<file path="src/rtl/fetch_pkg.sv">
// Shared types and defaults for the instruction fetch unit and its buffer.
package fetch_pkg;

    localparam logic [31:0] RESET_PC_DEFAULT = 32'h0000_0000;
    localparam int unsigned DEPTH_DEFAULT    = 2;
    localparam int unsigned XLEN             = 32;

    typedef enum logic [1:0] {
        ST_IDLE = 2'd0,
        ST_WAIT = 2'd1,
        ST_DROP = 2'd2
    } fetch_state_t;

    typedef struct packed {
        logic [XLEN-1:0] instr;
        logic [XLEN-1:0] pc;
    } fetch_entry_t;

endpackage

</file>
<file path="src/rtl/fetch_fifo.sv">
// Instruction buffer: DEPTH entries of {instr, pc}; flush beats push and pop.
module fetch_fifo
    import fetch_pkg::*;
#(
    parameter int unsigned DEPTH = DEPTH_DEFAULT,
    localparam int unsigned CNT_W = $clog2(DEPTH + 1)
) (
    input  logic             clk,
    input  logic             rst_n,
    input  logic             push,
    input  logic             pop,
    input  logic             flush,
    input  fetch_entry_t     wdata,
    output fetch_entry_t     rdata,
    output logic [CNT_W-1:0] count
);

    localparam int unsigned PTR_W = (DEPTH > 1) ? $clog2(DEPTH) : 1;

    fetch_entry_t     mem [DEPTH];
    logic [PTR_W-1:0] wr_ptr;
    logic [PTR_W-1:0] rd_ptr;

    function automatic logic [PTR_W-1:0] ptr_inc(input logic [PTR_W-1:0] p);
        return (p == PTR_W'(DEPTH - 1)) ? '0 : p + PTR_W'(1);
    endfunction

    assign rdata = mem[rd_ptr];

    always_ff @(posedge clk or negedge rst_n) begin
        if (!rst_n) begin
            for (int i = 0; i < int'(DEPTH); i++) begin
                mem[i] <= '0;
            end
            wr_ptr <= '0;
            rd_ptr <= '0;
            count  <= '0;
        end else if (flush) begin
            wr_ptr <= '0;
            rd_ptr <= '0;
            count  <= '0;
        end else begin
            if (push) begin
                mem[wr_ptr] <= wdata;
                wr_ptr      <= ptr_inc(wr_ptr);
            end
            if (pop) begin
                rd_ptr <= ptr_inc(rd_ptr);
            end
            case ({push, pop})
                2'b10:   count <= count + CNT_W'(1);
                2'b01:   count <= count - CNT_W'(1);
                default: ;
            endcase
        end
    end

endmodule

</file>
<file path="src/rtl/fetch_unit.sv">
// Instruction fetch: one outstanding imem request, redirect flush, small decode buffer.
module fetch_unit
    import fetch_pkg::*;
#(
    parameter logic [31:0] RESET_PC = RESET_PC_DEFAULT,
    parameter int unsigned DEPTH    = DEPTH_DEFAULT
) (
    input  logic        clk,
    input  logic        rst_n,
    output logic        imem_req,
    output logic [31:0] imem_addr,
    input  logic        imem_rvalid,
    input  logic [31:0] imem_rdata,
    output logic        instr_valid,
    output logic [31:0] instr,
    output logic [31:0] instr_pc,
    input  logic        instr_ready,
    input  logic        redirect,
    input  logic [31:0] redirect_target
);

    localparam int unsigned CNT_W = $clog2(DEPTH + 1);

    fetch_state_t     state;
    logic [31:0]      fetch_pc;
    logic [31:0]      req_pc;
    logic             issue;
    logic             push;
    logic             pop;
    logic [CNT_W-1:0] count;
    logic [CNT_W:0]   occ_after;
    fetch_entry_t     head;

    // A redirect discards whatever decode would have taken this cycle.
    assign pop = instr_valid & instr_ready & ~redirect;

    // Issue gating treats the request in flight as an occupied slot.
    always_comb begin
        issue     = 1'b0;
        push      = 1'b0;
        occ_after = {1'b0, count} + (CNT_W+1)'(1) - (CNT_W+1)'(pop);
        if (rst_n && !redirect) begin
            case (state)
                ST_IDLE: issue = (count < CNT_W'(DEPTH));
                ST_WAIT: begin
                    if (imem_rvalid) begin
                        push  = 1'b1;
                        issue = (occ_after < (CNT_W+1)'(DEPTH));
                    end
                end
                default: ;
            endcase
        end
    end

    always_ff @(posedge clk or negedge rst_n) begin
        if (!rst_n) begin
            state    <= ST_IDLE;
            fetch_pc <= RESET_PC;
            req_pc   <= '0;
        end else begin
            if (redirect) begin
                fetch_pc <= redirect_target & ~32'h3;
            end else if (issue) begin
                fetch_pc <= fetch_pc + 32'd4;
            end
            if (issue) begin
                req_pc <= fetch_pc;
            end
            case (state)
                ST_IDLE: if (issue) state <= ST_WAIT;
                ST_WAIT: begin
                    if (redirect) begin
                        state <= imem_rvalid ? ST_IDLE : ST_DROP;
                    end else if (imem_rvalid) begin
                        state <= issue ? ST_WAIT : ST_IDLE;
                    end
                end
                ST_DROP: if (imem_rvalid) state <= ST_IDLE;
                default: state <= ST_IDLE;
            endcase
        end
    end

    fetch_fifo #(.DEPTH(DEPTH)) u_fifo (
        .clk   (clk),
        .rst_n (rst_n),
        .push  (push),
        .pop   (pop),
        .flush (redirect),
        .wdata ('{instr: imem_rdata, pc: req_pc}),
        .rdata (head),
        .count (count)
    );

    assign imem_req    = issue;
    assign imem_addr   = fetch_pc;
    assign instr_valid = (count != '0);
    assign instr       = head.instr;
    assign instr_pc    = head.pc;

endmodule

</file>
<file path="config.mk">
export PLATFORM = sky130hd
export DESIGN_NAME = fetch_unit
export DESIGN_NICKNAME = d
export VERILOG_FILES = /design/src/rtl/fetch_pkg.sv /design/src/rtl/fetch_fifo.sv /design/src/rtl/fetch_unit.sv
export SDC_FILE = /design/constraint.sdc
export NUM_CORES = 1
export LEC_CHECK = 0
export ABC_AREA = 1
export CAP_MARGIN = 5
export CELL_PAD_IN_SITES_DETAIL_PLACEMENT = 2
export CELL_PAD_IN_SITES_GLOBAL_PLACEMENT = 2
export CORE_ASPECT_RATIO = 0.9
export CORE_MARGIN = 2
export CORE_UTILIZATION = 30
export DETAILED_ROUTE_END_ITERATION = 6
export GPL_TIMING_DRIVEN = 1
export MAX_ROUTING_LAYER = met4
export PLACE_DENSITY = 0.81
export SLEW_MARGIN = 10
export SYNTH_ARGS = -nofsm -noshare
export SYNTH_HDL_FRONTEND = slang
export SYNTH_SLANG_ARGS = --single-unit
</file>
<file path="constraint.sdc">
create_clock -name clk -period 2.2 [get_ports clk]
set_input_delay 0.55 -clock clk [delete_from_list [all_inputs] [get_ports clk]]
set_output_delay 0.55 -clock clk [all_outputs]
set_load 0.01 [all_outputs]
</file>
==> impl_metrics.py <==
metrics = {
    "sta": {
        "setup_violations": 0,
        "hold_viol": 0,
        "setup-tns-final_ns": 0,
        "min_period_ns": 2.19,
        "finClkSkew_ns": 0.0152,
        "finalMaxSlewViolations": 0,
        "whs_ns": 0.373,
        "fmax_mhz": 457,
        "grt_setup_unrepaired": "true",
        "worst_pin_slew_ns": 0.861,
        "max_slew_margin_pct": 42.6,
        "fin_crit_sh_pct": 99.4,
    },
    "clocking": {
        "numCtsBuffers": 17,
        "clkTransAtPathRegs_ns": 0.07,
        "clock-sinks": 190,
        "clockBufferDepth": 2,
        "cts_tree": "yes",
        "h-tree-depth": 4,
        "clk_latency_ns": 0.45,
        "cts-root-buf": "clkbuf_16",
    },
    "final_layout": {
        "diodes": 0,
        "final_common_cell": "nand2_1",
        "fin_nets": 1396,
        "post-route-util_pct": 40.3,
        "drive_gt1_share_pct": 12.5,
        "mostFrequentLayoutCells": "466 x nand2_1, 187 x dfrtp_1, 132 x o21ai_1",
        "finalNonFillerCells": 1742,
        "area_growth_syn_to_layout_pct": 32.7,
        "fin_area_um2": 12000,
    },
    "detailed_routing": {
        "drc": 0,
        "postRouteAntennaNets": 0,
        "via_per_inst": 4.79,
        "wl_um": 31600,
        "dr.pass1.iters": 4,
        "vias": 8350,
        "wl_per_cell_um": 18.1,
        "drt_iter0_markers": 403,
    },
    "yosys": {
        "ys_seq_area_share_pct": 52.6,
        "synth_cell_types": 34,
        "synthCells": 1160,
        "syn-cell-area_um2": 9050,
        "async_reset_ff_share_pct": 100,
        "synthTopCellsByArea": "dfrtp_1 53%, nand2_1 20%, o21ai_1 7.3%",
        "synth_top_area_share_pct": 52.6,
        "synthFlopType": "dfrtp_1",
        "ys_seq_elements": 190,
        "synth-warning-count": 0,
        "synth_edf_count": 0,
        "yosysTopAreaCell": "dfrtp_1",
        "syn_area_per_cell_um2": 7.80,
    },
    "floorplanning": {
        "die_h_um": 169,
        "initial_core_util_pct": 30.4,
        "rows": 60,
        "design.core.area_um2": 29800,
        "dieArea_um2": 31600,
        "die_x_um": 187,
        "ioPinCount": 167,
    },
    "worst_setup_path": {
        "path_class": "reg2out",
        "cp_cell_sequence": "clkinv_4 > bufbuf_16 > nand2_1 > nand2_1 > clkdlybuf4s15_2",
        "required_ns": 1.65,
        "cpPeakStageDelay_ns": 0.44,
        "crit_path_start": "u_fifo.rd_ptr",
        "cpMostUsedCell": "nand2_1",
        "crit_slowest_cell": "dfrtp_2",
        "r2r-start": "u_fifo.count[1]",
        "critPathLaunchType": "register",
        "crit_path_end_kind": "output pin",
        "cp.arrival_ns": 1.64,
        "cp_max_fo": 11,
    },
    "placed_design": {
        "gp_congestion": 0.819,
        "io_buffers": 160,
        "dpl-instance-area_um2": 11200,
        "dpl.cell_count": 1696,
        "hpwl_um": 21600,
    },
    "pwr": {
        "clock_power_share_pct": 24.3,
        "seqPwrFrac_pct": 40.0,
        "pwr-share-comb_pct": 35.7,
        "leakagePower_nw": 5.92,
        "peakVddDrop_v": 0.000543,
        "p_sw_w": 0.00497,
        "swShare_pct": 38.1,
        "power_density_nw_per_um2": 1090,
        "p_int_w": 0.00808,
    },
    "hold_path": {
        "min_path_type": "in2reg",
        "min-delay-start": "imem_rvalid",
    },
    "global_route": {
        "grt_usage_pct": 21.2,
        "grt_pass1_vias": 9271,
        "antenna_found_initial": 0,
        "grt_pass1_wl_um": 51400,
        "grt_start_max_net_pins": 155,
        "grt-ovfl-total": 0,
    },
    "flow_run": {
        "cap_violations": 0,
    },
    "run_status": {
        "outcome": "finished, final reports clean",
    },
}
[cell type report]
type                            count  area [um2]
Fill cell                        3382       17800
Sequential cell                   190        4760
Multi-Input combinational cell    815        3630
Timing Repair Buffer              205        2140
Tap cell                          403         504
Clock buffer                       18         439
Inverter                           97         372
Clock inverter                     14         163
[metrics by stage]
step	power (W)	setup slack [ns]
2_1_floorplan	0.00728	0.307
4_1_cts	0.0131	-0.189
5_1_grt	0.0140	-0.0715
3_5_place_dp	0.00988	-0.583
3_3_place_gp	0.00960	-0.549
6_report	0.0130	0.0134
[metal layers]
metal	routed length, um	vias to the layer above	global-route usage, %
met5	0	-	-
met4	221	0	4.04
met3	1140	14	3.34
met2	15500	158	35.2
met1	14700	4222	27.8
li1	-	3956	-
[synthesized netlist by cell type, drive strengths merged (2+ instances only)]
master    n
dfrtp   190
nand2   498
o21ai   164
o21a      2
nand4     3
nor2     48
nor3      3
a21oi     2
buf      37
nand3b    2
nand3    65
clkbuf   24
xnor2     2
xor2     15
inv      97
and3      2
[critical path: cells and delay by family (launching register included)]
kind	cells	cell delay [ns]
buffers and inverters	3	0.65
AND/OR/NAND/NOR	2	0.11
flip-flops	1	0.44
[flip-flops by register name, indices dropped and copies added (netlist names)]
register,cells
u_fifo.rd_ptr,1
u_fifo.mem,124
req_pc,30
imem_addr,30
state,2
u_fifo.count,2
u_fifo.wr_ptr,1
[final timing paths]
kind                                  endpoint  slack, ns  cells past startpoint
worst min register to register  u_fifo.mem[71]       0.49                      2
max in group asynchronous        imem_addr[21]       1.07                      3
worst max register to register       req_pc[2]       0.26                      9
worst min-delay path                  state[0]       0.37                      2
min in group asynchronous        imem_addr[27]       0.39                      3
worst max-delay path                 instr[23]       0.01                      5
[power by group through the flow]
stage                     registers [W]  clock network (W)  logic, W
after floorplan                 0.00504                  0   0.00224
after global placement          0.00519                  0   0.00441
after detailed placement        0.00526                  0   0.00462
after CTS                       0.00522            0.00326   0.00466
after global routing            0.00536            0.00337   0.00522
final                           0.00521            0.00317   0.00466
[logic make-up (layout without fill, tap and decap cells)]
group	after synthesis	count (layout)	synth area share [%]
flops	190	190	52.6
buf+inv	158	334	8.31
compound gates	171	171	9.85
other cells	1	4	0.0415
xor+xnor	17	17	1.65
fa+ha+maj	1	1	0.138
simple gates	622	622	27.5
[what timing repair did]
| action | in CTS | in global routing |
|---|---|---|
| buffers inserted | 6 | 4 |
| gates cloned | 4 | 1 |
| hold endpoints to repair | 0 | 0 |
| hold buffers | 0 | 0 |
| gates resized for setup | 204 | 46 |
| pin swaps | 6 | 6 |
| setup endpoints to repair | 63 | 55 |
Note: power is estimated with default switching activity, not from simulation.
